## src/rtl/vga_pkg.sv

```systemverilog
// -----------------------------------------------------------------------------
// vga_pkg
// Shared raster timing constants for the VGA blocks.
// Default mode: 640x480@60 from a 25 MHz pixel clock (one pixel per clk).
// Provides per-axis visible/front/sync/back lengths, totals, coordinate width
// and sync polarities (0 = active-low).
// -----------------------------------------------------------------------------
package vga_pkg;

    localparam int unsigned COORD_W   = 10;

    localparam int unsigned H_VISIBLE = 640;
    localparam int unsigned H_FRONT   = 16;
    localparam int unsigned H_SYNC    = 96;
    localparam int unsigned H_BACK    = 48;
    localparam int unsigned H_TOTAL   = H_VISIBLE + H_FRONT + H_SYNC + H_BACK;

    localparam int unsigned V_VISIBLE = 480;
    localparam int unsigned V_FRONT   = 10;
    localparam int unsigned V_SYNC    = 2;
    localparam int unsigned V_BACK    = 33;
    localparam int unsigned V_TOTAL   = V_VISIBLE + V_FRONT + V_SYNC + V_BACK;

    localparam bit HSYNC_POL = 1'b0;
    localparam bit VSYNC_POL = 1'b0;

endpackage

```

## src/rtl/vga_axis_counter.sv

```systemverilog
// -----------------------------------------------------------------------------
// vga_axis_counter
// One raster axis: a counter modulo VISIBLE+FRONT+SYNC+BACK plus the
// active/sync levels that belong to the counter's NEXT value, so the parent
// can register them and stay cycle-aligned with the count.
// Ports:
//   clk          in   pixel clock
//   reset        in   synchronous active-high; loads TOTAL-1
//   en           in   count enable (advance by one, wrapping at TOTAL-1)
//   count        out  current counter register
//   active_next  out  next count < VISIBLE (0 while reset)
//   sync_next    out  POL while next count is in the sync window, else !POL
//   wrap         out  counter is enabled and at TOTAL-1 (next value is 0)
// -----------------------------------------------------------------------------
module vga_axis_counter
    import vga_pkg::*;
#(
    parameter int unsigned VISIBLE = 640,
    parameter int unsigned FRONT   = 16,
    parameter int unsigned SYNC    = 96,
    parameter int unsigned BACK    = 48,
    parameter bit          POL     = 1'b0
) (
    input  logic               clk,
    input  logic               reset,
    input  logic               en,
    output logic [COORD_W-1:0] count,
    output logic               active_next,
    output logic               sync_next,
    output logic               wrap
);

    localparam int unsigned TOTAL      = VISIBLE + FRONT + SYNC + BACK;
    localparam int unsigned SYNC_START = VISIBLE + FRONT;
    localparam int unsigned SYNC_END   = SYNC_START + SYNC;
    localparam logic [COORD_W-1:0] LAST = COORD_W'(TOTAL - 1);

    if (TOTAL > (1 << COORD_W) || VISIBLE == 0 || TOTAL <= VISIBLE) begin : g_bad_params
        $error("vga_axis_counter: illegal timing, TOTAL=%0d must be in (VISIBLE, 2**COORD_W]", TOTAL);
    end

    logic [COORD_W-1:0] count_q;
    logic [COORD_W-1:0] count_d;
    logic [31:0]        count_ext;

    always_comb begin
        wrap = en && (count_q == LAST);
        if (reset) begin
            count_d = LAST;
        end else if (wrap) begin
            count_d = '0;
        end else if (en) begin
            count_d = count_q + COORD_W'(1);
        end else begin
            count_d = count_q;
        end
        // Widen once so the window compares work against the 32-bit bounds
        // (SYNC_END may equal 2**COORD_W when BACK is 0).
        count_ext   = 32'(count_d);
        active_next = !reset && (count_ext < VISIBLE);
        sync_next   = (!reset && count_ext >= SYNC_START && count_ext < SYNC_END) ? POL : !POL;
    end

    always_ff @(posedge clk) begin
        count_q <= count_d;
    end

    assign count = count_q;

endmodule

```

## src/rtl/vga_sync_gen.sv

```systemverilog
// -----------------------------------------------------------------------------
// vga_sync_gen
// Raster timing generator feeding the VGA renderer and the sync pins.
// Optional feature macro: VGA_SYNC_FRAME_CNT_EN adds an 8-bit frame counter.
// Ports:
//   clk          in   pixel clock, all logic on posedge
//   reset        in   synchronous, active-high
//   x_px         out  horizontal count 0..H_TOTAL-1 (valid in blanking)
//   y_px         out  vertical count 0..V_TOTAL-1 (valid in blanking)
//   activevideo  out  x_px<H_VISIBLE && y_px<V_VISIBLE
//   hsync        out  HSYNC_POL inside the horizontal sync window
//   vsync        out  VSYNC_POL inside the vertical sync window
//   line_start   out  high while x_px==0
//   frame_start  out  high while x_px==0 && y_px==0
//   frame_cnt    out  frames started since reset, mod 256 (macro only)
// Every output is a flop; the strobes/levels are loaded from the counters'
// next values so they line up with x_px/y_px with no skew.
// -----------------------------------------------------------------------------
module vga_sync_gen
    import vga_pkg::*;
#(
    parameter int unsigned H_VISIBLE = vga_pkg::H_VISIBLE,
    parameter int unsigned H_FRONT   = vga_pkg::H_FRONT,
    parameter int unsigned H_SYNC    = vga_pkg::H_SYNC,
    parameter int unsigned H_BACK    = vga_pkg::H_BACK,
    parameter int unsigned V_VISIBLE = vga_pkg::V_VISIBLE,
    parameter int unsigned V_FRONT   = vga_pkg::V_FRONT,
    parameter int unsigned V_SYNC    = vga_pkg::V_SYNC,
    parameter int unsigned V_BACK    = vga_pkg::V_BACK,
    parameter bit          HSYNC_POL = vga_pkg::HSYNC_POL,
    parameter bit          VSYNC_POL = vga_pkg::VSYNC_POL
) (
    input  logic               clk,
    input  logic               reset,
    output logic [COORD_W-1:0] x_px,
    output logic [COORD_W-1:0] y_px,
    output logic               activevideo,
    output logic               hsync,
    output logic               vsync,
    output logic               line_start,
    output logic               frame_start
`ifdef VGA_SYNC_FRAME_CNT_EN
    ,
    output logic [7:0]         frame_cnt
`endif
);

    logic               h_wrap, v_wrap;
    logic               h_active_next, v_active_next;
    logic               h_sync_next, v_sync_next;
    logic [COORD_W-1:0] h_count, v_count;

    vga_axis_counter #(
        .VISIBLE (H_VISIBLE),
        .FRONT   (H_FRONT),
        .SYNC    (H_SYNC),
        .BACK    (H_BACK),
        .POL     (HSYNC_POL)
    ) u_h_counter (
        .clk         (clk),
        .reset       (reset),
        .en          (1'b1),
        .count       (h_count),
        .active_next (h_active_next),
        .sync_next   (h_sync_next),
        .wrap        (h_wrap)
    );

    vga_axis_counter #(
        .VISIBLE (V_VISIBLE),
        .FRONT   (V_FRONT),
        .SYNC    (V_SYNC),
        .BACK    (V_BACK),
        .POL     (VSYNC_POL)
    ) u_v_counter (
        .clk         (clk),
        .reset       (reset),
        .en          (h_wrap),
        .count       (v_count),
        .active_next (v_active_next),
        .sync_next   (v_sync_next),
        .wrap        (v_wrap)
    );

    assign x_px = h_count;
    assign y_px = v_count;

    logic activevideo_q, activevideo_d;
    logic hsync_q,       hsync_d;
    logic vsync_q,       vsync_d;
    logic line_start_q,  line_start_d;
    logic frame_start_q, frame_start_d;

    always_comb begin
        activevideo_d = h_active_next && v_active_next;
        hsync_d       = h_sync_next;
        vsync_d       = v_sync_next;
        // h is always enabled, so h_wrap means the next x is 0; with v_wrap
        // as well the next (x,y) is (0,0).
        line_start_d  = !reset && h_wrap;
        frame_start_d = !reset && h_wrap && v_wrap;
    end

    always_ff @(posedge clk) begin
        activevideo_q <= activevideo_d;
        hsync_q       <= hsync_d;
        vsync_q       <= vsync_d;
        line_start_q  <= line_start_d;
        frame_start_q <= frame_start_d;
    end

    assign activevideo = activevideo_q;
    assign hsync       = hsync_q;
    assign vsync       = vsync_q;
    assign line_start  = line_start_q;
    assign frame_start = frame_start_q;

`ifdef VGA_SYNC_FRAME_CNT_EN
    logic [7:0] frame_cnt_q, frame_cnt_d;

    always_comb begin
        if (reset) begin
            frame_cnt_d = '0;
        end else if (frame_start_d) begin
            frame_cnt_d = frame_cnt_q + 8'd1;
        end else begin
            frame_cnt_d = frame_cnt_q;
        end
    end

    always_ff @(posedge clk) begin
        frame_cnt_q <= frame_cnt_d;
    end

    assign frame_cnt = frame_cnt_q;
`endif

endmodule

```

## config.mk

```make
export PLATFORM = sky130hd
export DESIGN_NAME = vga_sync_gen
export DESIGN_NICKNAME = d
export VERILOG_FILES = /design/src/rtl/vga_pkg.sv /design/src/rtl/vga_axis_counter.sv /design/src/rtl/vga_sync_gen.sv
export SDC_FILE = /design/constraint.sdc
export NUM_CORES = 1
export LEC_CHECK = 0
export CAP_MARGIN = 10
export CORE_AREA = 5 5 44 75
export CTS_CLUSTER_SIZE = 30
export DETAILED_ROUTE_END_ITERATION = 8
export DIE_AREA = 0 0 49 80
export GPL_TIMING_DRIVEN = 0
export PLACE_DENSITY = 0.84
export SYNTH_ARGS = -nofsm -noshare
export SYNTH_HDL_FRONTEND = slang
export SYNTH_SLANG_ARGS = --single-unit
```

## constraint.sdc

```tcl
create_clock -name clk -period 5.25 [get_ports clk]
set_input_delay 1.3125 -clock clk [delete_from_list [all_inputs] [get_ports clk]]
set_output_delay 1.3125 -clock clk [all_outputs]
set_load 0.005 [all_outputs]
```

==> impl_metrics.yaml <==
critical_path:
  cp_slowest_cell: "clkdlybuf4s50_1"
  reg2reg_from: "u_h_counter.count[0]"
  reg2reg_slack_ps: 3050
  worst_setup_path_start_kind: "register"
  required_ps: 3940
  path_buf_inv: 1
  crit_family: "buffers and inverters"
  cp_max_fo: 9
  crit_chain: "clkdlybuf4s50_1"
  cp.depth: 1
  cp-end-kind: "output port"
  r2r_end: "activevideo"
  slowest_delay_ps: 590
  path_class: "register to output port"
  worst_ep_arrival_time_ps: 1410
  reg2reg_depth: 7
clock_network:
  path_clk_slew_ps: 90
  postCtsSetupBuffers: 0
  cts_buffers: 3
  clock_sinks: 25
  cts_htree_levels: 1
  cts_tree: "done"
  clockRootBuffer: "clkbuf_8"
  clk_latency_ps: 280
  max-clock-path-buffers: 2
  cts-resized-gates: 0
  postCtsHoldBufs: 0
floorplanning:
  core_area_um2: 2630
  ios: 27
  die_x_um: 49
  dieArea_um2: 3920
  die_y_um: 80
  start_util_pct: 51.5
  num_rows: 25
run_status:
  outcome: "finished clean"
global_route:
  grt_max_degree: 16
  antenna_found_initial: 0
  grt_pass1_vias: 1236
  grt.total_usage_pct: 17.9
  grt_pass1_wl_mm: 5.59
  overflow: 0
logic_synthesis:
  synth_edf_count: 0
  postSynthCellCount: 152
  synthFlopType: "dfxtp_1"
  synth_cell_type_count: 44
  syn_avg_cell_area_um2: 8.90
  synth_fp_nets: 157
  synth-seq-cells: 25
  ys_async_sr_fraction_pct: 0
  ys.warnings.count: 0
  syn_area_um2: 1350
  ys_seq_area_share_pct: 37.0
power_and_ir_drop:
  p_switching_mw: 0.359
  vdd_drop_max_v: 0.000406
  p_per_area_nw_per_um2: 517
  power_frac_seq_pct: 35.6
  power.share.switching_pct: 40.9
  power_frac_comb_pct: 50.8
  power_frac_clock_pct: 13.6
  p_leak_nw: 0.618
  p_int_mw: 0.518
layout:
  fin_nets: 188
  fillerInstances: 247
  fin_cells: 209
  n_antenna_cell: 0
  multi_input_area_um2: 810
  regArea_um2: 500
  drive_gt1_share_pct: 9.89
  area_growth_syn_to_layout_pct: 25.3
sta:
  rsz0062_at_grt: "no"
  drv_slew: 0
  fin_crit_ps: 2720
  skew_ps: 5.35
  finalHoldViolations: 0
  tns_ps: 0
  period_share_pct: 51.9
  slew-limit-headroom_pct: 75.9
  setup_viol: 0
  fmax_mhz: 367
  tightest_slew_ps: 361
route:
  routed_via_density: 6.04
  drtIter0Drc: 37
  wirelength_mm: 3.35
  dr_total_vias: 1263
  detail_route.wl_per_cell_um: 16.0
  drt_pass1_iterations: 4
  ant_nets: 0
  remaining_drc_errors: 0
worst_hold_path:
  min_from: "u_h_counter.count[0]"
  holdPathEnd: "u_h_counter.count[0]"
  hold_class: "register to register"
  hold_depth: 1
placed_design:
  place_congestion: 0.925
  dpl.hpwl_mm: 2.59
  placed_cells_incl_taps: 205
  port_buffers: 26
flow_run:
  cap_violations: 0
[worst max path at each step]
| stage | startpoint | end | slack, ps |
|---|---|---|---|
| 6_report | u_h_counter.count[5] | x_px[5] | 2530 |
| 5_1_grt | u_h_counter.count[6] | x_px[6] | 2460 |
| 4_1_cts | u_h_counter.count[5] | x_px[5] | 2540 |
| 3_5_place_dp | reset | activevideo | 2280 |
| 3_3_place_gp | reset | activevideo | 2270 |
| 2_1_floorplan | reset | activevideo | 3080 |
[flip-flops by register name, summed over array words and instances (netlist names)]
name / cells
frame_start: 1
hsync: 1
u_h_counter.count: 10
u_v_counter.count: 10
activevideo: 1
vsync: 1
line_start: 1
[cells in the mapped netlist, types with 3 or more instances]
cell      instances  area share (%)
a211oi_2          3             2.8
or3_1             6             2.8
o21ai_0          10             3.7
dfxtp_1          25              37
nand3_1           9             3.3
xor2_1            7             4.5
nand2_1          14             3.9
nor2_1           14             3.9
and4_1            3             1.9
xnor2_1           4             2.6
inv_1             4             1.1
and3_1            4             1.8
nor2b_1           3             1.4
buf_2             3             1.1
ha_1              3             2.8
nand4_1           7             3.2
[kinds of logic (layout without fill, tap and decap cells)]
group | Yosys count | after routing | share of synthesized area, %
and+or+nand+nor | 76 | 76 | 33.7
adders and majority gates | 3 | 3 | 2.78
xor gates and xnor gates | 11 | 11 | 7.12
DFF | 25 | 25 | 37.0
AOI/OAI and AO/OA | 27 | 27 | 15.5
buffers and inverters | 9 | 39 | 3.14
muxes | 1 | 1 | 0.740
[power by group through the flow]
| stage | Clock [mW] | Sequential, mW | Combinational (mW) |
|---|---|---|---|
| after floorplan | 0 | 0.302 | 0.287 |
| after global placement | 0 | 0.310 | 0.437 |
| after detailed placement | 0 | 0.314 | 0.444 |
| after CTS | 0.121 | 0.310 | 0.449 |
| after global routing | 0.131 | 0.321 | 0.488 |
| final | 0.119 | 0.312 | 0.445 |
[cell type report]
type	instances	share of cell area, %
Sequential cell	25	29.5
Timing Repair Buffer	26	15.4
Buffer	5	1.62
Multi-Input combinational cell	118	47.7
Inverter	4	0.886
Clock buffer	3	2.44
Clock inverter	1	0.443
Tap cell	27	1.99
[metrics by stage]
stage | utilization [%] | hold WS [ps] | power [mW] | worst slack (ps) | instance area [µm²]
6_report | 64.5 | 567 | 0.877 | 2530 | 1700
5_1_grt | 64.5 | 598 | 0.940 | 2460 | 1700
4_1_cts | 64.5 | 572 | 0.880 | 2540 | 1700
3_5_place_dp | 62.7 | 543 | 0.758 | 2280 | 1650
3_3_place_gp | 62.7 | 542 | 0.747 | 2270 | 1650
2_1_floorplan | - | 508 | 0.589 | 3080 | 1350
[cell usage in the layout (no fill, tap or decap), types with 2 or more instances in the layout]
| cell type | synthesis | final |
|---|---|---|
| clkdlybuf4s50_1 | 0 | 26 |
| dfxtp_1 | 25 | 25 |
| nand2_1 | 14 | 14 |
| nor2_1 | 14 | 14 |
| o21ai_0 | 10 | 10 |
| nand3_1 | 9 | 9 |
| nand4_1 | 7 | 7 |
| xor2_1 | 7 | 7 |
| or3_1 | 6 | 6 |
| inv_1 | 4 | 4 |
| xnor2_1 | 4 | 4 |
| and3_1 | 4 | 4 |
| buf_2 | 3 | 3 |
| and4_1 | 3 | 3 |
| nor2b_1 | 3 | 3 |
| a211oi_2 | 3 | 3 |
| ha_1 | 3 | 3 |
| clkbuf_8 | 0 | 3 |
| and2_1 | 2 | 2 |
| nor4_1 | 2 | 2 |
| a21oi_1 | 2 | 2 |
| nand2b_1 | 2 | 2 |
| nor3b_1 | 2 | 2 |
[metal layers]
layer | share of wire, % | up-vias | global-route usage [%] | routed length [µm]
met5 | 0 | - | 0 | 0
met4 | 3.9 | 0 | 9.97 | 130
met3 | 4.2 | 14 | 2.99 | 141
met2 | 53 | 37 | 33.4 | 1780
met1 | 39 | 598 | 18.3 | 1300
li1 | - | 614 | - | -
No activity file was read; power rests on OpenSTA's default activity.
